`config.mk`:
```
export PLATFORM = sky130hd
export DESIGN_NAME = cosim_test_sequencer
export DESIGN_NICKNAME = d
export VERILOG_FILES = /design/src/rtl/cosim_test_sequencer.sv
export SDC_FILE = /design/constraint.sdc
export NUM_CORES = 1
export LEC_CHECK = 0
export ABC_CLOCK_PERIOD_IN_PS = 2000
export BUFFER_PORTS_ARGS = -buffer_cell sky130_fd_sc_hd__buf_2
export CAP_MARGIN = 20
export CORE_MARGIN = 3
export CORE_UTILIZATION = 55
export DETAILED_ROUTE_END_ITERATION = 8
export PLACE_DENSITY = 0.81
export RECOVER_POWER = 50
export SETUP_SLACK_MARGIN = 0.05
export SYNTH_ARGS = -nofsm -noshare
export SYNTH_HDL_FRONTEND = slang
export SYNTH_SLANG_ARGS = --single-unit
```
`constraint.sdc`:
```
create_clock -name clk -period 2 [get_ports clk]
set_input_delay 0.3 -clock clk [delete_from_list [all_inputs] [get_ports clk]]
set_output_delay 0.3 -clock clk [all_outputs]
set_load 0.01 [all_outputs]
```
`src/rtl/cosim_test_sequencer.sv`:
```
// Run controller for the AND-gate co-simulation: pulls vectors from a source, drives the DUT,
// checks its output after a fixed latency and reports vector/error counts and pass/fail.
module cosim_test_sequencer #(
  parameter int unsigned DUT_LATENCY    = 0,
  parameter int unsigned TIMEOUT_CYCLES = 64,
  parameter int unsigned CNT_W          = 8
) (
  input  logic             clk,
  input  logic             rst_n,
  input  logic             start,
  input  logic             abort,
  input  logic             src_valid,
  input  logic             src_a,
  input  logic             src_b,
  input  logic             src_exp,
  input  logic             src_last,
  output logic             src_ready,
  output logic             dut_a,
  output logic             dut_b,
  output logic             dut_valid,
  input  logic             dut_y,
  output logic             busy,
  output logic             done,
  output logic             pass,
  output logic             timeout,
  output logic [CNT_W-1:0] vec_count,
  output logic [CNT_W-1:0] err_count,
  output logic [CNT_W-1:0] first_err_idx
);

  typedef enum logic [1:0] {S_IDLE, S_RUN, S_DRAIN, S_DONE} state_e;

  localparam int DEPTH   = DUT_LATENCY + 1;
  localparam int STALL_W = $clog2(TIMEOUT_CYCLES + 1);
  localparam logic [STALL_W-1:0] STALL_LAST = STALL_W'(TIMEOUT_CYCLES - 1);
  localparam logic [CNT_W-1:0]   CNT_MAX    = '1;
  localparam logic [DEPTH-1:0]   OUT_STAGE  = DEPTH'(1) << DUT_LATENCY;

  state_e             state_q, state_d;
  logic [STALL_W-1:0] stall_q, stall_d;
  logic [CNT_W-1:0]   vec_q, vec_d;
  logic [CNT_W-1:0]   err_q, err_d;
  logic [CNT_W-1:0]   first_q, first_d;
  logic               timeout_q, timeout_d;
  logic               dut_a_q, dut_a_d;
  logic               dut_b_q, dut_b_d;
  logic               dut_valid_q, dut_valid_d;

  // Check delay line: stage DEPTH-1 lines up with dut_y for the vector it carries.
  logic [DEPTH-1:0]   pipe_vld_q;
  logic [DEPTH-1:0]   pipe_exp_q;
  logic [CNT_W-1:0]   pipe_idx_q [DEPTH];

  logic accept, restart, stall_hit, flush, mismatch, drain_empty;

  assign src_ready   = (state_q == S_RUN) & ~abort;
  assign accept      = src_ready & src_valid;
  assign restart     = start & ~abort & ((state_q == S_IDLE) | (state_q == S_DONE));
  assign stall_hit   = src_ready & ~src_valid & (stall_q == STALL_LAST);
  assign flush       = abort | stall_hit;
  assign mismatch    = pipe_vld_q[DEPTH-1] & ~flush & (dut_y != pipe_exp_q[DEPTH-1]);
  // Drain is complete once only the output stage can still hold a pending check.
  assign drain_empty = ~|(pipe_vld_q & ~OUT_STAGE);

  // NOTE: every always_comb output gets a default first so no path infers a latch.
  always_comb begin
    state_d     = state_q;
    stall_d     = '0;
    vec_d       = vec_q;
    err_d       = err_q;
    first_d     = first_q;
    timeout_d   = timeout_q;
    dut_a_d     = dut_a_q;
    dut_b_d     = dut_b_q;
    dut_valid_d = accept;

    if (accept) begin
      dut_a_d = src_a;
      dut_b_d = src_b;
      if (vec_q != CNT_MAX) vec_d = vec_q + 1'b1;
    end
    if (src_ready && !src_valid && !stall_hit) stall_d = stall_q + 1'b1;

    if (mismatch) begin
      if (err_q != CNT_MAX) err_d = err_q + 1'b1;
      if (err_q == '0) first_d = pipe_idx_q[DEPTH-1];
    end

    unique case (state_q)
      S_IDLE:  if (restart) state_d = S_RUN;
      S_RUN: begin
        if (abort) state_d = S_IDLE;
        else if (stall_hit) begin
          state_d   = S_DONE;
          timeout_d = 1'b1;
        end else if (accept && src_last) state_d = S_DRAIN;
      end
      S_DRAIN: begin
        if (abort) state_d = S_IDLE;
        else if (drain_empty) state_d = S_DONE;
      end
      S_DONE: begin
        if (abort) state_d = S_IDLE;
        else if (restart) state_d = S_RUN;
      end
      default: state_d = S_IDLE;
    endcase

    if (abort) timeout_d = 1'b0;
    if (restart) begin
      vec_d     = '0;
      err_d     = '0;
      first_d   = '0;
      timeout_d = 1'b0;
    end
  end

  // NOTE: sequential state uses non-blocking assignments so all flops update together.
  always_ff @(posedge clk or negedge rst_n) begin
    if (!rst_n) begin
      state_q     <= S_IDLE;
      stall_q     <= '0;
      vec_q       <= '0;
      err_q       <= '0;
      first_q     <= '0;
      timeout_q   <= 1'b0;
      dut_a_q     <= 1'b0;
      dut_b_q     <= 1'b0;
      dut_valid_q <= 1'b0;
    end else begin
      state_q     <= state_d;
      stall_q     <= stall_d;
      vec_q       <= vec_d;
      err_q       <= err_d;
      first_q     <= first_d;
      timeout_q   <= timeout_d;
      dut_a_q     <= dut_a_d;
      dut_b_q     <= dut_b_d;
      dut_valid_q <= dut_valid_d;
    end
  end

  // NOTE: the delay line is a handful of flops, so data stages are reset along with the valid bits.
  always_ff @(posedge clk or negedge rst_n) begin
    if (!rst_n) begin
      pipe_vld_q <= '0;
      pipe_exp_q <= '0;
      for (int i = 0; i < DEPTH; i++) pipe_idx_q[i] <= '0;
    end else begin
      for (int i = DEPTH - 1; i > 0; i--) begin
        pipe_vld_q[i] <= pipe_vld_q[i-1] & ~flush;
        pipe_exp_q[i] <= pipe_exp_q[i-1];
        pipe_idx_q[i] <= pipe_idx_q[i-1];
      end
      pipe_vld_q[0] <= accept;
      pipe_exp_q[0] <= src_exp;
      pipe_idx_q[0] <= vec_q;
    end
  end

  assign dut_a         = dut_a_q;
  assign dut_b         = dut_b_q;
  assign dut_valid     = dut_valid_q;
  assign busy          = (state_q == S_RUN) | (state_q == S_DRAIN);
  assign done          = (state_q == S_DONE);
  assign pass          = done & ~timeout_q & (err_q == '0) & (vec_q != '0);
  assign timeout       = timeout_q;
  assign vec_count     = vec_q;
  assign err_count     = err_q;
  assign first_err_idx = first_q;

endmodule
```
Yosys cells after proc, flatten, opt, wreduce, memory -nomap -nowiden. Index checks and enable logic that the tools add are counted.

Div/mod/pow operators: 0. Muxes and demuxes: 21. Shift-type cells: 0. Bitwise operators: 18. Multipliers: 0. Magnitude comparators: 0. Equality and inequality tests: 8. Add/sub/neg operators: 3. Reductions and logical operators: 19.

Operator list (count): 2-to-1 mux 8 bit (9); adder 8 x 1 -> 8 bit (second input constant) (2); != test 8 bit (second input constant) (2); 2-to-1 mux 2 bit (6); AND 1 bit (11); nonzero test 2 bit (5); logical NOT 8 bit (1); case mux 2 bit (4 select lines) (1); AND reduction 2 bit (4); nonzero test 8 bit (1); adder 7 x 1 -> 7 bit (second input constant) (1); equality test 7 x 6 -> 1 bit (second input constant) (1); 2-to-1 mux 7 bit (1); nonzero test 3 bit (2); equality test 2 bit (second input constant) (2); 2-to-1 mux 1 bit (4); != test 4 x 3 -> 1 bit (second input constant) (1); NOT 1 bit (4); logical AND 1 bit (3); bitwise OR 1 bit (3); equality test 2 x 1 -> 1 bit (second input constant) (1); logical NOT 1 bit (2); logical NOT 2 bit (1); != test 1 bit (1).

Bits in registers: 46. Input bits: 10. Word-level logic and storage cells: 80. Output and inout bits: 32. Bits in latches: 0. Memories: 0. Memory bits (writable): 0. ROM bits: 0.

Depth between registers and ports, before layout. Gate-level depths: netlist (run 1).

Word-level depth: 10. Gate-level depth with buffers: 8. Gate-level depth less buffers: 8.

Least setup slack after synthesis (run 1). No wires, ideal clock.

Kind: reg2out. From: register err_q[0], in the netlist err_count[0]. To: output port pass. Path slack: 39 ps. Arrival: 1661 ps. Data required time: 1700 ps. Cell stages (with the launch flop): 7. Path buffers: 1. Cell sequence: dfrtp_1 > inv_1 > ha_1 > nor4b_1 > nand2_1 > buf_2 > nor4b_1.

Longest elaborated chain between the ends: 3.

Ends and longest elaborated chain: start: declaration (line 42) `logic [CNT_W-1:0] err_q, err_d;`; start signal: assignment (line 134) `err_q <= err_d;`; logical NOT 8 bit (line 166) `assign pass = done & ~timeout_q & (err_q == '0) & (vec_q != '0);`; AND 1 bit (2 in series) (line 166); end: declaration (line 24) `output logic pass,`.

Every way passes these cells.

Worst setup path in the final report (run 1). Same ends and word-level chain as after synthesis.

==> out/results.ini, run 1 <==
[worst_setup_path]
regToRegEndpoint = vec_count[5]$_DFFE_PN0P_
setup.worst_path.end_class = output port
regToRegStartpoint = state_q[1]$_DFFE_PN0P_
critical_path.max_stage_delay_ns = 0.38
worstSetupPathType = reg2out
worstPathCellList = inv_1 -> ha_2 -> nor4b_4 -> nand2_2 -> nor4b_2 -> buf_2
r2r_cells = 8
critPathLaunchType = flip-flop
ff2ff_setup_slack_ns = 0.04
crit_path_top_delay_cell = dfrtp_1
crit_fanout = 4
worst_path_required_time_ns = 1.70
critical_path_arrival_ns = 1.76

[sta]
worst-slew-pin-transition_ns = 1.12
setup_viol_count_final = 1
finalCritPeriodShare = 1.03
final.setup_skew_ns = 0.00922
final.min_clock_period_ns = 2.06
final.setup.tns_ns = -0.0580
layout_setup_ws_ns = -0.0580
worst_slew_margin_rel = 0.252
unrepaired_setup_endpoints_after_global_routing = true
finalHoldViolations = 0
timing.fmax_mhz = 486
timing_max_transition_violations_final = 0

[synth]
library_cell_with_the_largest_summed_area_after_synthesis = dfrtp_1
netlist_top_cells_count = 46 x dfrtp_1, 27 x nand2_1, 15 x nor2_1, 10 x inv_1
synth_top_cell_area_share = 0.490
post_synth_edffs = 0
yosysUniqueCellTypes = 49
yosysSeqAreaShare = 0.490
area_of_the_mapped_netlist_sq_mm = 0.00235
async_flop_share = 1.00
ys_ff_latch = 46
most_common_cell_in_the_synthesized_netlist = dfrtp_1
syn_avg_cell_area_sq_um = 10.4
synth_flop_cell = dfrtp_1
yosys_warnings = 0
syn_inst = 226
netlist_top_cells_area = dfrtp_1 49%, ha_1 4.8%, nand2_1 4.3%
synth_fp_nets = 245

[drt]
drt-pass1-iter-count = 6
drt_iter0_drc = 170
drt_wl_total_mm = 5.54
detail_route.drc_violations = 0
routedWlPerCell_um = 16.3
num_vias = 2087
detail_route.vias_per_cell = 6.14
ant_nets = 0

[cts]
cts.sink_count = 46
numCtsBuffers = 5
clock_tree.root_cell = clkbuf_8
cts.reportedPaths.clkPinSlew_ns = 0.09
clock_tree.htree_level_count = 2
cts_tree = yes
cts_buffer_depth = 2
worstSkewPairLatency_ns = 0.30

[pwr]
ir_worst_vdd_mv = 0.745
total_power_w = 0.00274
total_leakage_power_nw = 1.42
power.density_cell_area_mw_per_mm2 = 923

[global_route]
grt_max_degree = 47
use_met1 = 0.304
grt_usage = 0.229
globalRouteMet3Util = 0.0477
grt-busiest-layer = met2
global_route.usage.met2 = 0.382
grt-ovfl-total = 0
initial_antenna_violation_count = 0
first_global_vias = 1982
grt_pass1_wl_mm = 9.25

[place]
gpl.final_weighted_congestion = 0.877
place.port_buffers = 41
place.detailed.hpwl_mm = 3.65

[run_status]
outcome = finished with violations
violations = setup timing

[die]
die_h_um = 71.3
design.portCount = 42
starting_utilization_of_the_core_area = 0.579
die_w_um = 71.3
fp.coreArea_sq_mm = 0.00406
die_area_sq_mm = 0.00509
placement_rows = 23

[finish]
layout.nets = 308
final_core_util = 0.732
nFillCells = 280
insertedDiodeCount = 0
share_of_layout_cells_above_drive_strength_1 = 0.310
flow.area_growth_from_synthesis_pct = 26.5

[min_path]
hold_start = src_exp
timing.hold.worst_endpoint = pipe_exp_q$_DFF_PN0_
type_of_the_tightest_min_delay_check = in2reg
hold_path_depth = 1

[job]
drv_cap = 0

## final cells by class
type                            instances  area [sq um]  area share
Clock buffer                            5          68.8      0.0232
Timing Repair Buffer                   66           390       0.131
Tap cell                               50          62.6      0.0211
Inverter                               11          46.3      0.0156
Clock inverter                          3          43.8      0.0147
Sequential cell                        46          1150       0.387
Multi-Input combinational cell        159          1210       0.407
## what timing repair did
action	CTS	global route
buffers inserted	1	3
cloned	0	0
hold endpoints to repair	0	0
setup endpoints to repair	1	14
resized for setup	7	22
pin swaps	3	4
hold buffers	0	0
## registers in the layout, summed over array words and instances (netlist names), 2 cells and up
signal,cells
err_count,8
first_err_idx,8
pipe_idx_q,8
vec_count,8
stall_q,7
state_q,2
## critical path: cells and delay by family (launching register included)
kind | cells | cell delay [ns]
simple gates | 3 | 0.64
flops | 1 | 0.38
buf+inv | 2 | 0.26
fa+ha+maj | 1 | 0.18
## kinds of logic after synthesis
| kind of cell | Yosys count | synth area share |
|---|---|---|
| buffers and inverters | 21 | 0.0394 |
| multiplexers | 4 | 0.0170 |
| AO/OA/AOI/OAI | 51 | 0.174 |
| XOR/XNOR | 8 | 0.0298 |
| adder cells (fa/ha/maj) | 9 | 0.0479 |
| flip-flops | 46 | 0.490 |
| AND/OR/NAND/NOR | 87 | 0.201 |
## layer usage
layer  vias up  share of wire
met5         -              0
met4         0         0.0099
met3         9          0.058
met2        85           0.52
met1      1022           0.41
li1        971              -
## worst max path at each step
stage                              from                      endpoint  cells after the start
2_1_floorplan    state_q[0]$_DFFE_PN0P_  first_err_idx[0]$_DFFE_PN0P_                      8
3_3_place_gp   vec_count[0]$_DFFE_PN0P_                          pass                      6
3_5_place_dp   vec_count[0]$_DFFE_PN0P_                          pass                      6
4_1_cts        vec_count[1]$_DFFE_PN0P_                          pass                      6
5_1_grt        err_count[1]$_DFFE_PN0P_                          pass                      6
6_report       err_count[0]$_DFFE_PN0P_                          pass                      6
## per-stage QoR
step           cells  setup slack (ns)  area [sq um]  hold WS (ns)
6_report         340           -0.0580          2970         0.108
4_1_cts          337            -0.127          2910        0.0943
3_3_place_gp     328            0.0613          2760         0.408
3_5_place_dp     328            0.0368          2760         0.413
5_1_grt          340            -0.141          2970        0.0923
2_1_floorplan    226             0.117          2350       0.00441
## placed cells by master (no fill, tap or decap), types with 4 or more instances in the layout
cell | netlist | routed
o311ai_1 | 0 | 5
nand2_1 | 27 | 27
mux2i_1 | 4 | 4
ha_1 | 9 | 6
a21oi_1 | 6 | 6
and3_1 | 4 | 4
nand2b_1 | 6 | 5
buf_2 | 1 | 36
clkbuf_1 | 7 | 10
clkbuf_8 | 0 | 5
dfrtp_1 | 46 | 46
inv_1 | 10 | 7
nand4_1 | 4 | 4
nand3_1 | 8 | 7
o41ai_1 | 9 | 8
xor2_1 | 5 | 5
nor2_1 | 15 | 14
buf_4 | 2 | 17
o211ai_1 | 4 | 4
## where the power goes
group	leakage, nW	internal (W)	total (W)	switching, W
clock	0.0585	0.000375	0.000697	0.000322
combinational	0.726	0.000435	0.000970	0.000535
sequential	0.633	0.00102	0.00108	0.0000597
total	1.42	0.00183	0.00274	0.000916
Note: power is estimated with default switching activity, not from simulation.
==> run 2: changes to the inputs <==
Settings changed: ABC_CLOCK_PERIOD_IN_PS 2000 to unset, SKIP_LAST_GASP set to 1.
==> run 2 against run 1 <==
  * The run still ends with setup timing left
  * Power shrank 0.17%
  * Routed wire length is essentially flat
  * Register-to-register slack is essentially flat
  * Fmax grew 0.12%
  * First-iteration DRC count grew 10%
  * Via count shrank 0.72%
  * Sequential share of layout area grew 0.098 points
  * Final cell count is the same
  * Clock power is essentially flat
  * Global-route usage is the same
  * Sequential power is essentially flat
  * Critical path type unchanged
  * Critical endpoint unchanged
  * Highest routed layer unchanged
==> out/results.ini, run 2 (synthesis results as in run 1) <==
[cts]
numCtsBuffers = 5  ; unchanged
worstSkewPairLatency_ns = 0.30  ; about the same
post_cts_hold_buffer_count = 0  ; unchanged
clock_tree.root_cell = clkbuf_8  ; unchanged
cts.reportedPaths.clkPinSlew_ns = 0.09  ; about the same
cts_buffer_depth = 2  ; unchanged
cts_tree = yes  ; unchanged
clock_tree.htree_level_count = 2  ; unchanged
cts.sink_count = 46  ; unchanged

[die]
starting_utilization_of_the_core_area = 0.579  ; unchanged
die_w_um = 71.3  ; unchanged
die_area_sq_mm = 0.00509  ; unchanged
fp.coreArea_sq_mm = 0.00406  ; unchanged
die_h_um = 71.3  ; unchanged
placement_rows = 23  ; unchanged
design.portCount = 42  ; unchanged

[finish]
insertedDiodeCount = 0  ; unchanged
share_of_layout_cells_above_drive_strength_1 = 0.307  ; was 0.310
layout.nets = 308  ; unchanged
layout.cells.non_filler = 340  ; unchanged
multiInputGateArea_sq_mm = 0.00120  ; was 0.00121 sq mm
commonest_non_fill_non_tap_cell_in_the_layout = dfrtp_1  ; unchanged
post-route-cell-area_sq_mm = 0.00296  ; was 0.00297 sq mm
nFillCells = 278  ; was 280
most-common-layout-cells = 46 x dfrtp_1, 36 x buf_2, 27 x nand2_1, 17 x buf_4, 14 x nor2_1  ; unchanged
sequential_cell_area_sq_mm = 0.00115  ; unchanged
flow.area_growth_from_synthesis_pct = 26.2  ; was 26.5%

[global_route]
grt_max_degree = 47  ; unchanged
grt_usage = 0.229  ; unchanged
initial_antenna_violation_count = 0  ; unchanged
grt_pass1_wl_mm = 9.25  ; unchanged
grt-ovfl-total = 0  ; unchanged
first_global_vias = 1982  ; unchanged

[place]
detailed_place.area_sq_mm = 0.00276  ; unchanged
place.port_buffers = 41  ; unchanged
place.detailed.hpwl_mm = 3.65  ; unchanged
gpl.final_weighted_congestion = 0.877  ; unchanged
placed_cells = 328  ; unchanged

[sta]
final.setup_skew_ns = 0.00888  ; was 0.00922 ns
finalHoldViolations = 0  ; unchanged
worst_slew_margin_rel = 0.265  ; was 0.252
worst-slew-pin-transition_ns = 1.10  ; was 1.12 ns
final.min_clock_period_ns = 2.06  ; about the same
timing.fmax_mhz = 486  ; about the same
unrepaired_setup_endpoints_after_global_routing = true  ; unchanged
timing_max_transition_violations_final = 0  ; unchanged
layout_setup_ws_ns = -0.0556  ; was -0.0580 ns
setup_viol_count_final = 1  ; unchanged
finalCritPeriodShare = 1.03  ; about the same

[pwr]
ir_worst_vdd_mv = 0.745  ; about the same
total_power_w = 0.00274  ; about the same
total_leakage_power_nw = 1.42  ; about the same
power.density_cell_area_mw_per_mm2 = 923  ; about the same

[worst_setup_path]
r2r_cells = 8  ; unchanged
ff2ff_setup_slack_ns = 0.04  ; about the same
worst_path_required_time_ns = 1.70  ; about the same
regToRegEndpoint = vec_count[5]$_DFFE_PN0P_  ; unchanged
setup.worst_path.end_class = output port  ; unchanged
critical_path_arrival_ns = 1.76  ; about the same
worstSetupPathType = reg2out  ; unchanged
regToRegStartpoint = state_q[1]$_DFFE_PN0P_  ; unchanged
crit_fanout = 4  ; unchanged
critPathLaunchType = flip-flop  ; unchanged

[run_status]
violations = setup timing  ; unchanged
outcome = finished with violations  ; unchanged

[drt]
drt-pass1-iter-count = 6  ; unchanged
drt_wl_total_mm = 5.54  ; about the same
ant_nets = 0  ; unchanged
routedWlPerCell_um = 16.3  ; about the same
detail_route.vias_per_cell = 6.09  ; was 6.14
num_vias = 2072  ; was 2087
detail_route.drc_violations = 0  ; unchanged
drt_iter0_drc = 187  ; was 170

[min_path]
timing.hold.worst_endpoint = pipe_exp_q$_DFF_PN0_  ; unchanged
hold_path_depth = 1  ; unchanged
hold_start = src_exp  ; unchanged
type_of_the_tightest_min_delay_check = in2reg  ; unchanged

[job]
drv_cap = 0  ; unchanged

==> run 2: changes by cell type in the layout (fill, tap and decap cells not counted) <==
cell and change:
o311ai_1 +1, o311ai_2 -1
==> run 2: per-stage QoR <==
stage / util / setup TNS (ns) / hold WS [ns] / worst slack (ns)
floorplan: - / 0 / 0.00441 / 0.117
global placement: 0.680 / 0 / 0.408 / 0.0613
detailed placement: 0.680 / 0 / 0.413 / 0.0368
CTS: 0.717 / -0.127 / 0.0943 / -0.127
global route: 0.730 / -0.206 / 0.0923 / -0.141
finish: 0.730 / -0.0556 / 0.107 / -0.0556
==> run 2: what timing repair did <==
item	in CTS	in global routing
setup buffers	1	3
setup endpoints to repair	1	14
gates resized for setup	7	21
endpoints found under the hold margin	0	0
pin swaps	3	4
==> run 2: final cells by class <==
cell class,instances,area share
Clock inverter,3,0.0148
Clock buffer,5,0.0232
Multi-Input combinational cell,159,0.405
Tap cell,50,0.0211
Timing Repair Buffer,66,0.132
Sequential cell,46,0.388
Inverter,11,0.0156
==> run 2: report_power, final <==
group | switching (W) | internal (W) | total, W
combinational | 0.000530 | 0.000433 | 0.000963
clock | 0.000325 | 0.000375 | 0.000699
sequential | 0.0000591 | 0.00102 | 0.00107
==> run 2: metal layers <==
layer,GRT usage,wire length [um],up-vias
met2,0.382,2870,78
met4,0.0626,46,0
met3,0.0477,318,6
met5,0,0,-
met1,0.304,2310,1014
li1,-,-,974
==> run 2: worst max path at each step <==
| stage | start | endpoint | slack, ns | cells after the start |
|---|---|---|---|---|
| 6_report | err_count[0]$_DFFE_PN0P_ | pass | -0.06 | 6 |
| 3_3_place_gp | vec_count[0]$_DFFE_PN0P_ | pass | 0.06 | 6 |
| 5_1_grt | err_count[1]$_DFFE_PN0P_ | pass | -0.14 | 6 |
| 4_1_cts | vec_count[1]$_DFFE_PN0P_ | pass | -0.13 | 6 |
| 2_1_floorplan | state_q[0]$_DFFE_PN0P_ | first_err_idx[0]$_DFFE_PN0P_ | 0.12 | 8 |
| 3_5_place_dp | vec_count[0]$_DFFE_PN0P_ | pass | 0.04 | 6 |
==> run 2: critical path: stages (launching register included) <==
cell and delay, ns:
dfrtp_1 0.38, inv_1 0.08, ha_2 0.18, nor4b_4 0.20
nand2_2 0.14, nor4b_2 0.30, buf_2 0.17
==> run 3: changes to the inputs <==
Settings changed: ABC_AREA set to 1, CORE_UTILIZATION 55 to 56, PLACE_DENSITY 0.81 to 0.82, TNS_END_PERCENT set to 50.
==> run 3 against run 2 <==
  * Largest power group unchanged
  * Fmax rose by 12%
  * Sequential cell count did not move
  * Via count fell by 4.2%
  * The flow now finishes without violations
  * Power fell by 7.0%
==> out/results.ini, run 3 <==
[run_status]
outcome = finished clean  ; was finished with violations

[die]
die_h_um = 72.3  ; was 71.3 um
starting_utilization_of_the_core_area = 0.599  ; was 0.579
placement_rows = 23  ; unchanged
design.portCount = 42  ; unchanged
die_w_um = 72.3  ; was 71.3 um
die_area_sq_mm = 0.00523  ; was 0.00509 sq mm
fp.coreArea_sq_mm = 0.00412  ; was 0.00406 sq mm

[sta]
worst_slew_margin_rel = 0.245  ; was 0.265
final.hold.worst_slack_ns = 0.102  ; was 0.107 ns
finalCritPeriodShare = 0.920  ; was 1.03
worst-slew-pin-transition_ns = 1.13  ; was 1.10 ns
setup_viol_count_final = 0  ; was 1
timing.fmax_mhz = 543  ; was 486 MHz
unrepaired_setup_endpoints_after_global_routing = false  ; was true
finalHoldViolations = 0  ; unchanged
final.setup_skew_ns = 0.0120  ; was 0.00888 ns
layout_setup_ws_ns = 0.159  ; was -0.0556 ns
timing_max_transition_violations_final = 0  ; unchanged
final.setup.tns_ns = 0  ; was -0.0556 ns
final.min_clock_period_ns = 1.84  ; was 2.06 ns

[pwr]
p_int_w = 0.00166  ; was 0.00182 W
combinational_share_of_power = 0.280  ; was 0.352
ir_worst_vdd_mv = 0.694  ; was 0.745 mV
switching_share = 0.347  ; was 0.334
clock_power_share = 0.271  ; was 0.256
power.density_cell_area_mw_per_mm2 = 911  ; was 923 mW/mm^2
power.share.sequential = 0.449  ; was 0.393
total_leakage_power_nw = 1.55  ; was 1.42 nW
netSwitchingPower_w = 0.000883  ; was 0.000913 W

[min_path]
hold_start = src_exp  ; unchanged
type_of_the_tightest_min_delay_check = in2reg  ; unchanged
timing.hold.worst_endpoint = pipe_exp_q$_DFF_PN0_  ; unchanged
hold_path_depth = 1  ; unchanged

[finish]
nFillCells = 351  ; was 278
post-route-cell-area_sq_mm = 0.00280  ; was 0.00296 sq mm
insertedDiodeCount = 0  ; unchanged
flow.area_growth_from_synthesis_pct = 13.4  ; was 26.2%
commonest_non_fill_non_tap_cell_in_the_layout = nand2_1  ; was dfrtp_1
share_of_layout_cells_above_drive_strength_1 = 0.230  ; was 0.307
layout.nets = 348  ; was 308
final_core_util = 0.679  ; was 0.730
most-common-layout-cells = 87 x nand2_1, 46 x dfrtp_1, 34 x buf_2, 31 x nand3_1, 27 x inv_1  ; was 46 x dfrtp_1, 36 x buf_2, 27 x nand2_1, 17 x buf_4, 14 x nor2_1

[synth]
yosysUniqueCellTypes = 32  ; was 49
netlist_top_cells_area = dfrtp_1 47%, nand2_1 13%, nand3_1 6.3%  ; was dfrtp_1 49%, ha_1 4.8%, nand2_1 4.3%
post_synth_edffs = 0  ; unchanged
most_common_cell_in_the_synthesized_netlist = nand2_1  ; was dfrtp_1
netlist_top_cells_count = 87 x nand2_1, 46 x dfrtp_1, 31 x nand3_1, 27 x inv_1, 19 x nor2_1  ; was 46 x dfrtp_1, 27 x nand2_1, 15 x nor2_1, 10 x inv_1
synth_fp_nets = 303  ; was 245
synth_flop_cell = dfrtp_1  ; unchanged
yosys_warnings = 0  ; unchanged
library_cell_with_the_largest_summed_area_after_synthesis = dfrtp_1  ; unchanged
async_flop_share = 1.00  ; unchanged
ys_ff_latch = 46  ; unchanged
syn_avg_cell_area_sq_um = 8.68  ; was 10.4 sq um
syn_inst = 284  ; was 226
area_of_the_mapped_netlist_sq_mm = 0.00246  ; was 0.00235 sq mm
yosysSeqAreaShare = 0.467  ; was 0.490
synth_top_cell_area_share = 0.467  ; was 0.490

[cts]
cts.repair_timing.setup_buffer_count = 0  ; was 1
cts.sink_count = 46  ; unchanged
post_cts_hold_buffer_count = 0  ; unchanged
clock_tree.htree_level_count = 2  ; unchanged
cts.reportedPaths.clkPinSlew_ns = 0.09  ; about the same
numCtsBuffers = 5  ; unchanged
worstSkewPairLatency_ns = 0.30  ; about the same
cts_buffer_depth = 2  ; unchanged
post_cts_resized = 0  ; was 7
cts_tree = yes  ; unchanged
clock_tree.root_cell = clkbuf_8  ; unchanged

[worst_setup_path]
ff2ff_setup_slack_ns = 0.32  ; was 0.04 ns
worst_path_required_time_ns = 1.70  ; about the same
critical_path_arrival_ns = 1.54  ; was 1.76 ns
critPathLaunchType = flip-flop  ; unchanged
r2r_cells = 8  ; unchanged
worstSetupPathType = reg2out  ; unchanged
setup.worst_path.end_class = output port  ; unchanged
regToRegEndpoint = vec_count[7]$_DFFE_PN0P_  ; was vec_count[5]$_DFFE_PN0P_
crit_fanout = 4  ; unchanged
regToRegStartpoint = state_q[0]$_DFFE_PN0P_  ; was state_q[1]$_DFFE_PN0P_

[drt]
detail_route.drc_violations = 0  ; unchanged
drt_iter0_drc = 159  ; was 187
detail_route.vias_per_cell = 5.22  ; was 6.09
drt-pass1-iter-count = 4  ; was 6
routedWlPerCell_um = 13.0  ; was 16.3 um
num_vias = 1984  ; was 2072
ant_nets = 0  ; unchanged
drt_wl_total_mm = 4.94  ; was 5.54 mm

[place]
gpl.final_weighted_congestion = 0.882  ; was 0.877
worst_slack_placed_ns = 0.349  ; was 0.0368 ns
place.detailed.hpwl_mm = 3.63  ; was 3.65 mm
detailed_place.area_sq_mm = 0.00270  ; was 0.00276 sq mm
place.port_buffers = 41  ; unchanged

[global_route]
grt-ovfl-total = 0  ; unchanged
grt_usage = 0.215  ; was 0.229
grt_max_degree = 47  ; unchanged
initial_antenna_violation_count = 0  ; unchanged
first_global_vias = 1975  ; was 1982
grt_pass1_wl_mm = 8.85  ; was 9.25 mm

[job]
drv_cap = 0  ; unchanged

run 3: changes by cell type in the layout (fill, tap and decap cells not counted), moves of 5 or more:
cell	change
nand2_1	+60
nand3_1	+24
inv_1	+20
buf_4	-16
o41ai_1	-8
o311ai_1	-6
nand2b_1	-5
nor2_1	+5
nor2_4	+5
o21ai_2	+5
run 3: worst max-delay path by stage:
| stage | from | to | cells after the start |
|---|---|---|---|
| finish | err_count[0]$_DFFE_PN0P_ | pass | 6 |
| global route | err_count[0]$_DFFE_PN0P_ | pass | 6 |
| CTS | err_count[0]$_DFFE_PN0P_ | pass | 6 |
| detailed placement | state_q[0]$_DFFE_PN0P_ | vec_count[7]$_DFFE_PN0P_ | 8 |
| global placement | state_q[0]$_DFFE_PN0P_ | vec_count[7]$_DFFE_PN0P_ | 8 |
| floorplan | state_q[0]$_DFFE_PN0P_ | vec_count[5]$_DFFE_PN0P_ | 9 |
run 3: final cells by class:
type                    count  area (sq um)  share of cell area
well taps                  50          62.6              0.0224
multi-input cells         202          1150               0.410
clock inverters             2          37.5              0.0134
flip-flops and latches     46          1150               0.412
repair buffers             43           209              0.0748
inverters                  31           116              0.0416
clock buffers               6          72.6              0.0260
run 3: cell families after synthesis:
logic type                 after synthesis  synth area share
DFF                                     46             0.467
buffers and inverters                   36            0.0680
adders and majority gates                9            0.0457
AOI/OAI and AO/OA                       18            0.0497
xor gates and xnor gates                 5            0.0178
and+or+nand+nor                        170             0.352
run 3: per-stage QoR:
stage | power, W | std cells
after floorplan | 0.00168 | 284
after global placement | 0.00187 | 372
after detailed placement | 0.00189 | 372
after CTS | 0.00258 | 380
after global routing | 0.00273 | 380
final | 0.00255 | 380
run 3: layer usage:
layer	up-vias	global-route usage	part of all wire	wire length (um)
met5	-	0	0	0
met4	0	0.0689	0.0065	32
met3	4	0.0499	0.064	316
met2	55	0.346	0.49	2410
met1	935	0.288	0.44	2190
li1	990	-	-	-
run 3: power by group through the flow:
stage          Sequential, W  Combinational [W]  Clock [W]
2_1_floorplan        0.00118           0.000504          0
3_3_place_gp         0.00115           0.000712          0
3_5_place_dp         0.00116           0.000728          0
4_1_cts              0.00114           0.000731   0.000702
5_1_grt              0.00116           0.000816   0.000748
6_report             0.00114           0.000713   0.000691
run 3: critical path, stage by stage (launching register included):
cell,delay [ns]
dfrtp_1,0.41
inv_1,0.10
ha_1,0.15
nand3_1,0.11
nor2_4,0.17
o211a_1,0.18
buf_2,0.13
